## config.mk

```make
export PLATFORM = sky130hd
export DESIGN_NAME = path_delay_tester
export DESIGN_NICKNAME = d
export VERILOG_FILES = /design/src/rtl/path_delay_tester.sv
export SDC_FILE = /design/constraint.sdc
export NUM_CORES = 1
export LEC_CHECK = 0
export BUFFER_PORTS_ARGS = -buffer_cell sky130_fd_sc_hd__buf_2
export CORE_MARGIN = 4
export CORE_UTILIZATION = 45
export DETAILED_ROUTE_END_ITERATION = 6
export PLACE_DENSITY = 0.66
export SETUP_SLACK_MARGIN = 0.2
export SLEW_MARGIN = 20
export SYNTH_ARGS = -nofsm -noshare
export SYNTH_HDL_FRONTEND = slang
export SYNTH_SLANG_ARGS = --single-unit
```

## constraint.sdc

```tcl
create_clock -name clk -period 2.45 [get_ports clk]
set_clock_uncertainty 0.1 [all_clocks]
set_input_delay 0.1225 -clock clk [delete_from_list [all_inputs] [get_ports clk]]
set_output_delay 0.1225 -clock clk [all_outputs]
set_load 0.02 [all_outputs]
```

## src/rtl/path_delay_tester.sv

```systemverilog
// Launch/capture path delay tester: toggles a launch signal, samples the path
// output a programmable number of cycles later and counts mismatching trials.
module path_delay_tester #(
  parameter int CNT_W  = 16,
  parameter int DLY_W  = 4,
  parameter int SETTLE = 8
) (
  input  logic             clk,
  input  logic             rst,
  input  logic             start,
  input  logic [CNT_W-1:0] trials,
  input  logic [DLY_W-1:0] captureDelay,
  input  logic             pathResult,
  output logic             pathInput,
  output logic             busy,
  output logic             done,
  output logic [CNT_W-1:0] errorCount,
  output logic             lastSample
);

  typedef enum logic [2:0] {
    ST_IDLE    = 3'd0,
    ST_LAUNCH  = 3'd1,
    ST_WAIT    = 3'd2,
    ST_CAPTURE = 3'd3,
    ST_RECOVER = 3'd4,
    ST_DONE    = 3'd5
  } state_t;

  localparam logic [7:0] SETTLE_CNT = 8'(SETTLE);

  state_t           state_r;
  state_t           state_n;
  logic [CNT_W-1:0] trials_r;
  logic [DLY_W-1:0] delay_r;
  logic [DLY_W-1:0] wait_cnt_r;
  logic [7:0]       settle_cnt_r;
  logic             path_input_r;
  logic [CNT_W-1:0] error_count_r;
  logic             last_sample_r;
  logic             busy_r;
  logic             done_r;
  logic             accept_s;
  logic             busy_n;

  assign accept_s = start && (trials != {CNT_W{1'b0}});

  // Next-state decode
  always_comb begin
    state_n = state_r;
    case (state_r)
      ST_IDLE: begin
        if (accept_s) state_n = ST_LAUNCH;
        else          state_n = ST_IDLE;
      end
      ST_LAUNCH: begin
        if (delay_r != {DLY_W{1'b0}}) state_n = ST_WAIT;
        else                          state_n = ST_CAPTURE;
      end
      ST_WAIT: begin
        if (wait_cnt_r == DLY_W'(1)) state_n = ST_CAPTURE;
        else                         state_n = ST_WAIT;
      end
      ST_CAPTURE: state_n = ST_RECOVER;
      ST_RECOVER: begin
        if (settle_cnt_r == 8'd1) begin
          if (trials_r == CNT_W'(1)) state_n = ST_DONE;
          else                       state_n = ST_LAUNCH;
        end else begin
          state_n = ST_RECOVER;
        end
      end
      ST_DONE: state_n = ST_IDLE;
      default: state_n = ST_IDLE;
    endcase
  end

  assign busy_n = (state_n == ST_LAUNCH) || (state_n == ST_WAIT) ||
                  (state_n == ST_CAPTURE) || (state_n == ST_RECOVER);

  // State register with busy/done registered alongside it so they track the state exactly
  always_ff @(posedge clk or posedge rst) begin
    if (rst) begin
      state_r <= ST_IDLE;
      busy_r  <= 1'b0;
      done_r  <= 1'b0;
    end else begin
      state_r <= state_n;
      busy_r  <= busy_n;
      done_r  <= (state_n == ST_DONE);
    end
  end

  // Datapath: run parameters, counters, launch signal and capture/compare
  always_ff @(posedge clk or posedge rst) begin
    if (rst) begin
      trials_r      <= {CNT_W{1'b0}};
      delay_r       <= {DLY_W{1'b0}};
      wait_cnt_r    <= {DLY_W{1'b0}};
      settle_cnt_r  <= 8'd0;
      path_input_r  <= 1'b0;
      error_count_r <= {CNT_W{1'b0}};
      last_sample_r <= 1'b0;
    end else begin
      case (state_r)
        ST_IDLE: begin
          if (accept_s) begin
            trials_r      <= trials;
            delay_r       <= captureDelay;
            error_count_r <= {CNT_W{1'b0}};
          end
        end
        ST_LAUNCH: begin
          path_input_r <= ~path_input_r;
          wait_cnt_r   <= delay_r;
        end
        ST_WAIT: begin
          wait_cnt_r <= wait_cnt_r - DLY_W'(1);
        end
        ST_CAPTURE: begin
          // path_input_r still holds the value launched for this trial
          last_sample_r <= pathResult;
          settle_cnt_r  <= SETTLE_CNT;
          if (pathResult != path_input_r) error_count_r <= error_count_r + CNT_W'(1);
        end
        ST_RECOVER: begin
          settle_cnt_r <= settle_cnt_r - 8'd1;
          if (settle_cnt_r == 8'd1) trials_r <= trials_r - CNT_W'(1);
        end
        ST_DONE: begin
          trials_r <= trials_r;
        end
        default: begin
          trials_r <= trials_r;
        end
      endcase
    end
  end

  assign pathInput  = path_input_r;
  assign busy       = busy_r;
  assign done       = done_r;
  assign errorCount = error_count_r;
  assign lastSample = last_sample_r;

endmodule
```

# [Yosys cells after proc, flatten, opt, wreduce, memory -nomap -nowiden]
# Cells that the tools add are included.
[totals] inputBits=24 elab_cells=59 output_inout_bits=20 reg_bits=55
[classes] add_sub_neg=4 mux=14 bitwise_logic=1 eq_ne=16 reduce_logical=14
[ops] operator="16-bit 2-to-1 mux" count=4
[ops] operator="16-bit one-hot mux with 2 select lines" count=2
[ops] operator="16-bit by 1-bit adder with 16-bit output, second input constant" count=1
[ops] operator="16-bit by 1-bit equality test with 1-bit output, second input constant" count=1
[ops] operator="8-bit one-hot mux with 2 select lines" count=1
[ops] operator="16-bit nonzero test" count=1
[ops] operator="16-bit by 1-bit subtractor with 16-bit output, second input constant" count=1
[ops] operator="3-bit one-hot mux with 5 select lines" count=1
[ops] operator="3-bit by 2-bit equality test with 1-bit output, second input constant" count=4
[ops] operator="3-bit equality test, second input constant" count=3
[ops] operator="8-bit by 1-bit equality test with 1-bit output, second input constant" count=1
[ops] operator="4-bit one-hot mux with 2 select lines" count=1
[ops] operator="2-bit nonzero test" count=4
[ops] operator="8-bit by 1-bit subtractor with 8-bit output, second input constant" count=1
[ops] operator="3-bit by 1-bit equality test with 1-bit output, second input constant" count=2
[ops] operator="3-bit 2-to-1 mux" count=2
[ops] operator="2-bit inequality test, second input constant" count=3
[ops] operator="3-bit AND reduction" count=2
[ops] operator="4-bit by 1-bit equality test with 1-bit output, second input constant" count=1
[ops] operator="4-bit nonzero test" count=1
[ops] operator="4-bit by 1-bit subtractor with 4-bit output, second input constant" count=1
[ops] operator="3-bit logical NOT" count=1
[ops] operator="1-bit logical OR" count=3
[ops] operator="1-bit 2-to-1 mux" count=3
[ops] operator="other kinds (4)" count=4

# [Logic depth before layout (Yosys ltp)]
[logic_depth] ltp_word=8 depth_mapped=7 ltp_nobuf=6

# [Worst setup path before layout]
# OpenSTA, ideal clock, no wires.
[synth_timing] path_kind="flip-flop to flip-flop" startpoint="reg state_r[0]" endpoint="reg trials_r[1]" path_buffers=1 stages_incl_launch_ff=6 slack_ns=0.369 arrival_ns=1.857 path_cell_list="dfrtp_1 > buf_4 > nor3b_1 > nand3_1 > o21ai_1 > mux2_2"
[synth_via] elab_chain_cells=3
[synth_lines] element="start: declaration" line_no="32" rtl="state_t state_r;"
[synth_lines] element="start signal: assignment" line_no="88" rtl="state_r <= state_n;"
[synth_lines] element="3-bit equality test / 3-bit logical NOT (equally long branches)" line_no="105" rtl="case (state_r)"
[synth_lines] element="2-bit inequality test (no line) / 2-bit nonzero test (equally long branches)"
[synth_lines] element="3-bit AND reduction (no line)"
[synth_lines] element="end signal: assignment" line_no="97" rtl="trials_r <= {CNT_W{1'b0}};"
[synth_lines] element="end signal: assignment" line_no="108" rtl="trials_r <= trials;"
[synth_lines] element="end signal: assignment" line_no="128" rtl="if (settle_cnt_r == 8'd1) trials_r <= trials_r - CNT_W'(1);"
[synth_lines] element="end: declaration" line_no="34" rtl="logic [CNT_W-1:0] trials_r;"
# Several ways; a longest one is shown, not always the timed one.
# A chain may end at the register's enable or synchronous reset.

# [Worst setup path after layout]
[layout_timing] startpoint="reg trials_r[0]" endpoint="reg trials_r[6]"
[layout_via] elab_chain_cells=3
[layout_lines] element="16-bit by 1-bit subtractor with 16-bit output" line_no="128"
[layout_lines] element="16-bit 2-to-1 mux" line_no="128"
[layout_lines] element="16-bit one-hot mux with 2 select lines" line_no="105"
# Every way passes these cells. The select of a mux whose other input is x is not followed.

==> results.json <==
{
  "fmax_mhz": 468,
  "finalSetupViolCount": 0,
  "avgSynthCellArea_um2": 9.14,
  "synthToLayoutAreaGrowth_pct": 16.5,
  "drive_above_1_share": 0.198,
  "status": "finished clean",
  "rsz0062_at_grt": "false",
  "yosys_most_used_dff": "dfrtp_1",
  "clkSinkCount": 55,
  "core_area_um2": 6790,
  "pwr-share-comb": 0.082,
  "fillers": 651,
  "gp_congestion": 0.871,
  "switching_share": 0.254,
  "multiInputGateArea_um2": 1650,
  "reg2reg_from": "trials_r[0]",
  "dr_wl_met3_um": 365,
  "synth_seq_cells": 55,
  "worst_pin_slew_ns": 0.593,
  "final_util": 0.539,
  "powerDensity_nw_per_um2": 430,
  "htreeDepth": 2,
  "crit_start": "trials_r[0]",
  "cpPeakStageDelay_ns": 0.51,
  "io_buffers": 43,
  "track_usage": 0.188,
  "cts_tree": "yes",
  "drc": 0,
  "leakage_nw": 1.53,
  "ir_drop_v": 0.000239,
  "die_x_um": 91.6,
  "yosys_warnings": 0,
  "setup_tns_ns": 0,
  "antenna_found_initial": 0,
  "seq_area_frac_synth": 0.438,
  "r2r_slack_ns": 0.32,
  "ctsRootBufferMaster": "clkbuf_8",
  "synth_cells": 344,
  "grt_max_degree": 32,
  "async_reset_ff_frac": 1.00,
  "numCtsBuffers": 5,
  "wirelength_um": 7710,
  "die_height_um": 91.6,
  "path_clk_slew_ns": 0.10,
  "syn_area_um2": 3140,
  "cp-start-kind": "flop",
  "yosysTopAreaCell": "dfrtp_1",
  "synth_area_leaders": "dfrtp_1 (44%), nand2_1 (4.1%), a21oi_1 (3.3%)",
  "synth.distinct_cells": 50,
  "rows": 30,
  "finalCriticalPeriod_ns": 2.13,
  "synth.top_cell.area_share": 0.438,
  "routed-wl-met2_um": 3700,
  "maxUsedRoutingLayer": "met4",
  "end_kind": "flop",
  "drtIter0Drc": 123,
  "grt_first_pass_wirelength_um": 12900,
  "gr-total-overflow": 0,
  "cp_top_family": "compound AO/OA/AOI/OAI gates",
  "path_buf_inv": 1,
  "cap_violations": 0,
  "critPathArrivalTime_ns": 2.24,
  "first_pass_iters": 4,
  "antenna_left": 0,
  "endpoint": "trials_r[6]",
  "layoutNonFillerInstCount": 490,
  "path_cells": "inv_1, ha_1, or3b_2, o311ai_1, o31ai_1, a221o_1",
  "clockBufferDepth": 2,
  "nets": 424,
  "p_clk_frac": 0.320,
  "slew_headroom": 0.605,
  "slew_viol_final": 0,
  "antenna_cells": 0,
  "p_seq_frac": 0.598,
  "seqCellArea_um2": 1380,
  "r2r-end": "trials_r[6]",
  "worstSetupPathType": "flop to flop",
  "fin_crit_sh": 0.871,
  "met1_length_um": 3570,
  "rr_worst_depth": 6,
  "min_path_type": "input pin to flop",
  "ios": 44,
  "dp.cells": 476,
  "hold_viol": 0,
  "cp_num_cells": 6,
  "insertion_delay_ns": 0.31,
  "cp_max_fo": 6,
  "via_count": 2923,
  "synth_nets": 375,
  "dpl.hpwl_um": 5660,
  "p_int_w": 0.00118,
  "initial_core_util": 0.463,
  "viasPerCell": 5.97,
  "dieArea_um2": 8390,
  "switchingPower_w": 0.000400,
  "avgRoutedWirePerCell_um": 15.7,
  "synth_edf_count": 0,
  "cp_slowest_cell": "or3b_2",
  "grt_pass1_vias": 2687,
  "required_ns": 2.56
}
[routing by layer]
layer  up-vias  GRT usage
li1       1405          -
met1      1431      0.252
met4         0     0.0515
met5         -          0
met2        80      0.315
met3         7     0.0257
[worst min-delay path by stage]
stage / start / end / slack, ns / depth (start not counted)
2_1_floorplan: pathResult / lastSample / 0.13 / 2
3_3_place_gp: rst / errorCount[12] / 0.11 / 2
3_5_place_dp: rst / errorCount[12] / 0.11 / 2
4_1_cts: trials[0] / trials_r[0] / 0.0004 / 3
5_1_grt: trials[0] / trials_r[0] / 0.03 / 3
6_report: trials[0] / trials_r[0] / 0.009 / 3
[cell families (layout without fill, tap and decap cells)]
family | Yosys count | count (layout) | synth area share
and+or+nand+nor | 136 | 136 | 0.232
AOI/OAI and AO/OA | 95 | 95 | 0.205
DFF | 55 | 55 | 0.438
buffers and inverters | 33 | 83 | 0.0414
muxes | 10 | 10 | 0.0342
xor gates and xnor gates | 8 | 8 | 0.0223
adders and majority gates | 7 | 7 | 0.0279
[through the flow]
stage	hold WS [ns]	worst slack [ns]	power (W)	cell area, um2
global route	0.0333	0.217	0.00165	3660
global placement	0.113	0.313	0.00108	3510
CTS	0.000357	0.247	0.00159	3650
floorplan	0.128	0.369	0.00102	3140
finish	0.00851	0.315	0.00158	3660
detailed placement	0.111	0.272	0.00108	3510
[worst reg2reg max path, stage by stage, from the launching register on]
cell and delay, ns:
dfrtp_1 0.46, inv_1 0.11, ha_1 0.20, or3b_2 0.51, o311ai_1 0.27, o31ai_1 0.12, a221o_1 0.28
[layout by cell type (no fill, tap or decap), types with 7 or more instances in the layout]
master	Yosys	layout
nand3_1	14	14
nor4_1	14	14
o21ai_0	17	17
nand2_1	34	34
o211ai_1	7	7
ha_1	7	7
a211oi_1	10	10
dfrtp_1	55	55
nand4_1	8	8
or3_1	9	9
a21oi_1	21	20
o221ai_1	8	8
buf_2	1	43
buf_4	1	15
inv_1	11	10
nor2_1	18	17
nor3_1	11	11
[what timing repair did]
item,CTS,global route
gates resized for setup,0,3
hold buffers,6,0
hold endpoints to repair,29,0
buffers inserted,0,0
endpoints found under the setup margin,0,9
[synth_stat cells (3+ instances only)]
master     n
dfrtp_1   55
o31ai_1    4
xnor2_1    5
nand3b_1   3
nand3_1   14
o21ai_0   17
a21oi_1   21
nor3b_1    5
nor2_1    18
nor4_1    14
xor2_1     3
nand2_1   34
o221ai_1   8
o22a_1     4
ha_1       7
a211oi_1  10
nand4_1    8
mux2_2     6
clkbuf_1  19
and4_1     4
or3_1      9
mux2i_1    4
o211ai_1   7
nor3_1    11
nand2b_1   3
o22ai_1    5
inv_1     11
or4_1      4
o311ai_0   3
[state kept, by name, indices dropped and copies added, names as in the netlist]
name / flops
done: 1
delay_r: 4
wait_cnt_r: 4
settle_cnt_r: 8
pathInput: 1
errorCount: 16
lastSample: 1
state_r: 3
trials_r: 16
busy: 1
[power groups by stage]
stage / combinational [W] / clock (W) / sequential [W]
after CTS: 0.000131 / 0.000521 / 0.000943
after detailed placement: 0.000123 / 0 / 0.000961
after global placement: 0.000121 / 0 / 0.000960
after floorplan: 0.0000472 / 0 / 0.000977
final: 0.000129 / 0.000504 / 0.000943
after global routing: 0.000143 / 0.000563 / 0.000947
[layout make-up]
cell class	count	area share
flip-flops and latches	55	0.376
inverters	11	0.0113
multi-input cells	256	0.451
clock inverters	2	0.00342
repair buffers	64	0.106
well taps	96	0.0328
clock buffers	6	0.0198
No activity file was read; power rests on OpenSTA's default activity.
